`src/rtl/seg7_pkg.sv`:
```
// Shared 7-segment definitions: active-high segment patterns (bit0=a .. bit6=g),
// the nibble type and the capture FSM state encoding.
package seg7_pkg;

    localparam int SEG_W = 7;

    typedef logic [3:0]       nibble_t;
    typedef logic [SEG_W-1:0] seg_t;

    localparam seg_t SEG_0     = 7'h3F;
    localparam seg_t SEG_1     = 7'h06;
    localparam seg_t SEG_2     = 7'h5B;
    localparam seg_t SEG_3     = 7'h4F;
    localparam seg_t SEG_4     = 7'h66;
    localparam seg_t SEG_5     = 7'h6D;
    localparam seg_t SEG_6     = 7'h7D;
    localparam seg_t SEG_7     = 7'h07;
    localparam seg_t SEG_8     = 7'h7F;
    localparam seg_t SEG_9     = 7'h6F;
    localparam seg_t SEG_A     = 7'h77;
    localparam seg_t SEG_B     = 7'h7C;
    localparam seg_t SEG_C     = 7'h39;
    localparam seg_t SEG_D     = 7'h5E;
    localparam seg_t SEG_E     = 7'h79;
    localparam seg_t SEG_F     = 7'h71;
    localparam seg_t SEG_BLANK = 7'h00;

    typedef enum logic {
        ST_COLLECT = 1'b0,
        ST_HOLD    = 1'b1
    } cap_state_t;

endpackage

```
`src/rtl/seg7_pattern_decode.sv`:
```
// Combinational inverse of the hex-to-segment table: active-high pattern -> nibble.
// A blank pattern is reported separately so the caller can skip it without flagging an error.
module seg7_pattern_decode
    import seg7_pkg::*;
(
    input  seg_t    pattern,
    output nibble_t nibble,
    output logic    legal,
    output logic    blank
);

    always_comb begin
        nibble = 4'h0;
        legal  = 1'b1;
        blank  = 1'b0;
        case (pattern)
            SEG_0:     nibble = 4'h0;
            SEG_1:     nibble = 4'h1;
            SEG_2:     nibble = 4'h2;
            SEG_3:     nibble = 4'h3;
            SEG_4:     nibble = 4'h4;
            SEG_5:     nibble = 4'h5;
            SEG_6:     nibble = 4'h6;
            SEG_7:     nibble = 4'h7;
            SEG_8:     nibble = 4'h8;
            SEG_9:     nibble = 4'h9;
            SEG_A:     nibble = 4'hA;
            SEG_B:     nibble = 4'hB;
            SEG_C:     nibble = 4'hC;
            SEG_D:     nibble = 4'hD;
            SEG_E:     nibble = 4'hE;
            SEG_F:     nibble = 4'hF;
            SEG_BLANK: begin
                legal = 1'b0;
                blank = 1'b1;
            end
            default:   legal = 1'b0;
        endcase
    end

endmodule

```
`src/rtl/seg7_hex_capture.sv`:
```
// Samples a multiplexed active-low 7-segment bus, debounces each digit, decodes it and
// presents the assembled word with a valid/ready handshake.
module seg7_hex_capture
    import seg7_pkg::*;
#(
    parameter int NUM_DIGITS    = 4,
    parameter int STABLE_CYCLES = 16
) (
    input  logic                    clk,
    input  logic                    reset_n,
    input  logic [SEG_W-1:0]        seg_n,
    input  logic [NUM_DIGITS-1:0]   dig_sel_n,
    output logic [4*NUM_DIGITS-1:0] word_data,
    output logic                    word_err,
    output logic                    word_valid,
    input  logic                    word_ready,
    output logic                    err_pulse
);

    localparam int                CNT_W    = $clog2(STABLE_CYCLES + 1);
    localparam logic [CNT_W-1:0]  CNT_MAX  = CNT_W'(STABLE_CYCLES);
    localparam logic [CNT_W-1:0]  CNT_FIRE = CNT_W'(STABLE_CYCLES - 2);

    seg_t                    seg_reg;
    seg_t                    seg_prev_reg;
    logic [NUM_DIGITS-1:0]   sel_reg;
    logic [NUM_DIGITS-1:0]   sel_prev_reg;
    logic [CNT_W-1:0]        cnt_reg;
    cap_state_t              state_reg;
    logic [NUM_DIGITS-1:0]   mask_reg;
    logic                    frame_err_reg;
    nibble_t                 slot_reg [NUM_DIGITS];

    logic [NUM_DIGITS-1:0]   sel_onehot;
    logic                    sel_legal;
    logic                    inputs_changed;
    logic                    capture;
    nibble_t                 dec_nibble;
    logic                    dec_legal;
    logic                    dec_blank;
    logic                    cap_store;
    logic                    cap_illegal;
    logic [NUM_DIGITS-1:0]   slot_we;
    logic [4*NUM_DIGITS-1:0] slot_word;

    seg7_pattern_decode u_decode (
        .pattern (~seg_reg),
        .nibble  (dec_nibble),
        .legal   (dec_legal),
        .blank   (dec_blank)
    );

    assign sel_onehot     = ~sel_reg;
    assign sel_legal      = $onehot(sel_onehot);
    assign inputs_changed = (seg_reg != seg_prev_reg) || (sel_reg != sel_prev_reg);
    // Fires only on the step into STABLE_CYCLES-1, so a held digit is captured once.
    assign capture        = sel_legal && !inputs_changed && (cnt_reg == CNT_FIRE);
    assign cap_store      = capture && !dec_blank;
    assign cap_illegal    = capture && !dec_blank && !dec_legal;

    for (genvar gi = 0; gi < NUM_DIGITS; gi++) begin : g_slot
        assign slot_we[gi]            = cap_store && sel_onehot[gi] && (state_reg == ST_COLLECT);
        assign slot_word[4*gi +: 4]   = slot_reg[gi];
    end

    always_ff @(posedge clk or negedge reset_n) begin
        if (!reset_n) begin
            seg_reg       <= '1;
            seg_prev_reg  <= '1;
            sel_reg       <= '1;
            sel_prev_reg  <= '1;
            cnt_reg       <= '0;
            state_reg     <= ST_COLLECT;
            mask_reg      <= '0;
            frame_err_reg <= 1'b0;
            word_data     <= '0;
            word_err      <= 1'b0;
            word_valid    <= 1'b0;
            err_pulse     <= 1'b0;
            for (int i = 0; i < NUM_DIGITS; i++) begin
                slot_reg[i] <= '0;
            end
        end else begin
            seg_reg      <= seg_n;
            seg_prev_reg <= seg_reg;
            sel_reg      <= dig_sel_n;
            sel_prev_reg <= sel_reg;

            if (!sel_legal || inputs_changed) begin
                cnt_reg <= '0;
            end else if (cnt_reg != CNT_MAX) begin
                cnt_reg <= cnt_reg + CNT_W'(1);
            end

            err_pulse <= cap_illegal;

            case (state_reg)
                ST_COLLECT: begin
                    for (int i = 0; i < NUM_DIGITS; i++) begin
                        if (slot_we[i]) begin
                            slot_reg[i] <= dec_legal ? dec_nibble : 4'h0;
                            mask_reg[i] <= 1'b1;
                        end
                    end
                    if (cap_illegal) begin
                        frame_err_reg <= 1'b1;
                    end
                    if (&mask_reg) begin
                        state_reg  <= ST_HOLD;
                        word_valid <= 1'b1;
                        word_data  <= slot_word;
                        word_err   <= frame_err_reg;
                    end
                end
                ST_HOLD: begin
                    // Captures seen here are dropped; only the handshake moves us on.
                    if (word_ready) begin
                        word_valid    <= 1'b0;
                        mask_reg      <= '0;
                        frame_err_reg <= 1'b0;
                        state_reg     <= ST_COLLECT;
                    end
                end
                default: state_reg <= ST_COLLECT;
            endcase
        end
    end

endmodule

```
`config.mk`:
```
export PLATFORM = sky130hd
export DESIGN_NAME = seg7_hex_capture
export DESIGN_NICKNAME = d
export VERILOG_FILES = /design/src/rtl/seg7_pkg.sv /design/src/rtl/seg7_pattern_decode.sv /design/src/rtl/seg7_hex_capture.sv
export SDC_FILE = /design/constraint.sdc
export NUM_CORES = 1
export LEC_CHECK = 0
export BUFFER_PORTS_ARGS = -buffer_cell sky130_fd_sc_hd__buf_2
export CAP_MARGIN = 20
export CORE_ASPECT_RATIO = 0.75
export CORE_MARGIN = 3
export CORE_UTILIZATION = 60
export DETAILED_ROUTE_END_ITERATION = 10
export PLACE_DENSITY = 0.81
export SLEW_MARGIN = 20
export SYNTH_ARGS = -nofsm -noshare
export SYNTH_HDL_FRONTEND = slang
export SYNTH_SLANG_ARGS = --single-unit
```
`constraint.sdc`:
```
create_clock -name clk -period 6.8 [get_ports clk]
set_input_delay 0.68 -clock clk [delete_from_list [all_inputs] [get_ports clk]]
set_output_delay 0.68 -clock clk [all_outputs]
set_load 0.02 [all_outputs]
```
==> out/results.tsv <==
stage	metric	value	unit
synthesis	Synth Area in Simple Gates	14.4	%
synthesis	Synthesized Nets	248	
placement	Post-DP HPWL	3570	um
synthesis	number of synthesized flops with an enable pin	0	
setup_path	crit path max fanout	5	
clocking	Clock Tree Buf Depth	2	
clocking	total CTS buffers	9	
sta	setup TNS	0	ns
sta	worst-margin pin slew	0.798	ns
global_route	pin count of the biggest net entering global routing	69	
cells_and_area	Antenna Cells	0	
floorplanning	Die Wd	87.2	um
routing	post-DR wirelength/cell	15.7	um
clocking	CTS clk-pin slew, worst paths	0.07	ns
clocking	post-CTS setup buffers	0	
floorplanning	area of the core	0.00460	mm2
sta	setup slack after layout	3.32	ns
setup_path	Critical Path Start Type	register	
placement	placed cells	309	
setup_path	FF-to-FF path depth	9	
cells_and_area	Net count, final	283	
sta	Final Hold Fails	0	
floorplanning	IO Count	33	
sta	clk_skew	0.00801	ns
placement	Final GP Congestion	0.841	
sta	# setup viols final	0	
cells_and_area	fin cells	325	
routing	Vias/cell	5.74	
floorplanning	DIE AREA	0.00583	mm2
cells_and_area	area grow syn2layout	14.6	%
global_route	vias in the first global route	1752	
routing	Via Count	1865	
placement	Area after DPL	0.00317	mm2
synthesis	complex-gate fraction of the synthesized area	4.64	%
clocking	H-tree Lvls	3	
status	status	finished clean	
synthesis	largest cells by area after synthesis	dfrtp_1 (39%), dfstp_2 (20%), mux2_2 (11%)	
power_and_ir_drop	PwrDens	245	mW/mm2
routing	DRT antenna net count	0	
floorplanning	Die Y	66.9	um
global_route	initial antenna violation count	0	
sta	Final Cycle Share	51.1	%
floorplanning	Initial Utilization	64.5	%
global_route	first-pass GRT wire length	8380	um
power_and_ir_drop	power consumption	831	uW
clocking	CTS sink count	68	
global_route	GRT Residual Overflow	0	
synthesis	Synth Area in XOR/XNOR	4.73	%
synthesis	Synth Instances	228	
clocking	Post-CTS Hold Buffers	0	
routing	DR DRC count	0	
synthesis	yosys warns	0	
power_and_ir_drop	VDD IR-drop max	0.164	mV
global_route	GRT Overall Usage	19.6	%
cells_and_area	Final Cell Area	0.00340	mm2
routing	WL final	5100	um
sta	minimum clock period	3.48	ns
synthesis	Syn Area/Cell	13.0	um2
sta	RSZ-0062 raised after global routing	false	
flow_run	Max Cap Violations	0	
synthesis	register area share after synthesis	58.3	%
synthesis	area leader, netlist	dfrtp_1	
sta	maximum clock frequency	288	MHz
setup_path	Crit. End Element	register	
placement	pre-CTS setup slack	3.33	ns
sta	Slew Limit Fails	0	
synthesis	Syn Std Cell Area	0.00296	mm2
synthesis	post-synth top area share	38.8	%
clocking	post-CTS sizing	0	
placement	count of input and output buffers	32	
routing	DRC violation total after the first TritonRoute iteration	163	
hold_path	Hold Path Stages	0	
synthesis	synth unique cells	42	
clocking	clk_lat worst skew	0.34	ns
clocking	CTS root buf	clkbuf_8	
synthesis	register bit count reported by yosys	68	
synthesis	main combinational cell family by area after synthesis	simple AND/OR/NAND/NOR gates	
synthesis	post-synthesis mux area share	12.9	%
routing	First-pass DRT Iterations	4	
clocking	CTS tree	built	
sta	Worst slew margin	46.8	%
synthesis	Synth Flop Type	dfrtp_1	
cells_and_area	fraction of layout cells with a size suffix above 1	39.9	%
hold_path	worst min path class	reg2reg	
setup_path	crit path DAT	3.70	ns
floorplanning	# rows	21	
synthesis	adder-cell share of the synthesized area	2.79	%
setup_path	Data required, critical path	7.03	ns
power_and_ir_drop	LEAKAGE	1.69	nW
setup_path	WS Path Type	reg2reg	
synthesis	async set-reset flop share out of synthesis	100	%
[per-stage QoR]
stage          utilization, %  hold slack [ns]
6_report                 73.9            0.383
4_1_cts                  73.9            0.383
3_5_place_dp             68.9            0.374
3_3_place_gp             68.9            0.372
5_1_grt                  73.9            0.391
2_1_floorplan               -            0.353
[logic make-up after synthesis]
kind of cell | Yosys count
AO/OA/AOI/OAI | 21
XOR/XNOR | 16
adder cells (fa/ha/maj) | 6
buffers and inverters | 17
flip-flops | 68
multiplexers | 34
AND/OR/NAND/NOR | 66
[critical path, cell delays in order (launching register included)]
cell and delay [ns]:
dfstp_2 0.58, fa_1 0.43, inv_1 0.07, ha_1 0.14, ha_1 0.21, or3b_1 0.39
or4_4 0.54, nor4_4 0.34, and2_1 0.30, mux2_1 0.35
[report_power, final]
group / internal (mW) / leakage, nW / switching [mW] / total [mW]
sequential: 0.417 / 0.869 / 0.0114 / 0.428
clock: 0.225 / 0.110 / 0.142 / 0.368
combinational: 0.0143 / 0.709 / 0.0203 / 0.0346
total: 0.657 / 1.69 / 0.174 / 0.831
[placed cells by master (no fill, tap or decap), types with 2 or more instances in the layout]
master      n
nand2_1     6
nor4_1      3
inv_1       7
clkbuf_8   11
buf_4       2
xnor2_1     6
bufinv_16   2
ha_1        5
nand3_1     6
or4_1       4
nand4_1     5
mux2_1      4
nand4b_1    2
nor2_1     11
dfrtp_1    46
or2_2       2
and4b_1     2
and2b_2     3
dfstp_2    22
buf_2      32
a21o_1      6
xor2_1     10
mux2_2     29
nor3b_1     2
o211ai_1    3
nand3b_1    5
a21oi_1     2
nor3_1      6
o21ai_0     6
[Yosys cell counts, types with 2 or more instances]
master     n
a21o_1     6
a21oi_1    2
and2b_2    3
and4b_1    2
clkbuf_1   9
dfrtp_1   46
dfstp_2   22
ha_1       5
inv_1      7
mux2_1     4
mux2_2    29
nand2_1    6
nand3_1    6
nand3b_1   5
nand4_1    5
nand4b_1   2
nor2_1    11
nor3_1     6
nor3b_1    2
nor4_1     3
o211ai_1   3
o21ai_0    6
or2_2      2
or4_1      4
xnor2_1    6
xor2_1    10
[worst paths after layout]
kind	end	slack, ns	from
min	sel_prev_reg[2]	0.38	sel_reg[2]
max in group asynchronous	word_data[10]	5.77	reset_n
min reg2reg	sel_prev_reg[2]	0.38	sel_reg[2]
min in group asynchronous	cnt_reg[2]	0.49	reset_n
max reg2reg	slot_reg[4]	3.32	sel_reg[1]
max	slot_reg[4]	3.32	sel_reg[1]
[area by class of cell]
class,instances,area (um2)
clock inverter,4,71.3
inverter,7,26.3
tap,57,71.3
multi-input combinational,143,1170
timing repair buffer,34,175
sequential,68,1730
clock buffer,12,155
fill,321,1200
[per-layer routing]
layer | track usage (%) | wire length (um) | part of all wire [%] | vias up
met4 | 7.85 | 94 | 1.8 | 0
met1 | 27.6 | 2460 | 48 | 907
met5 | 0 | 0 | 0 | -
li1 | - | - | - | 890
met3 | 7.79 | 292 | 5.7 | 10
met2 | 26.9 | 2260 | 44 | 58
Note: power is estimated with default switching activity, not from simulation.
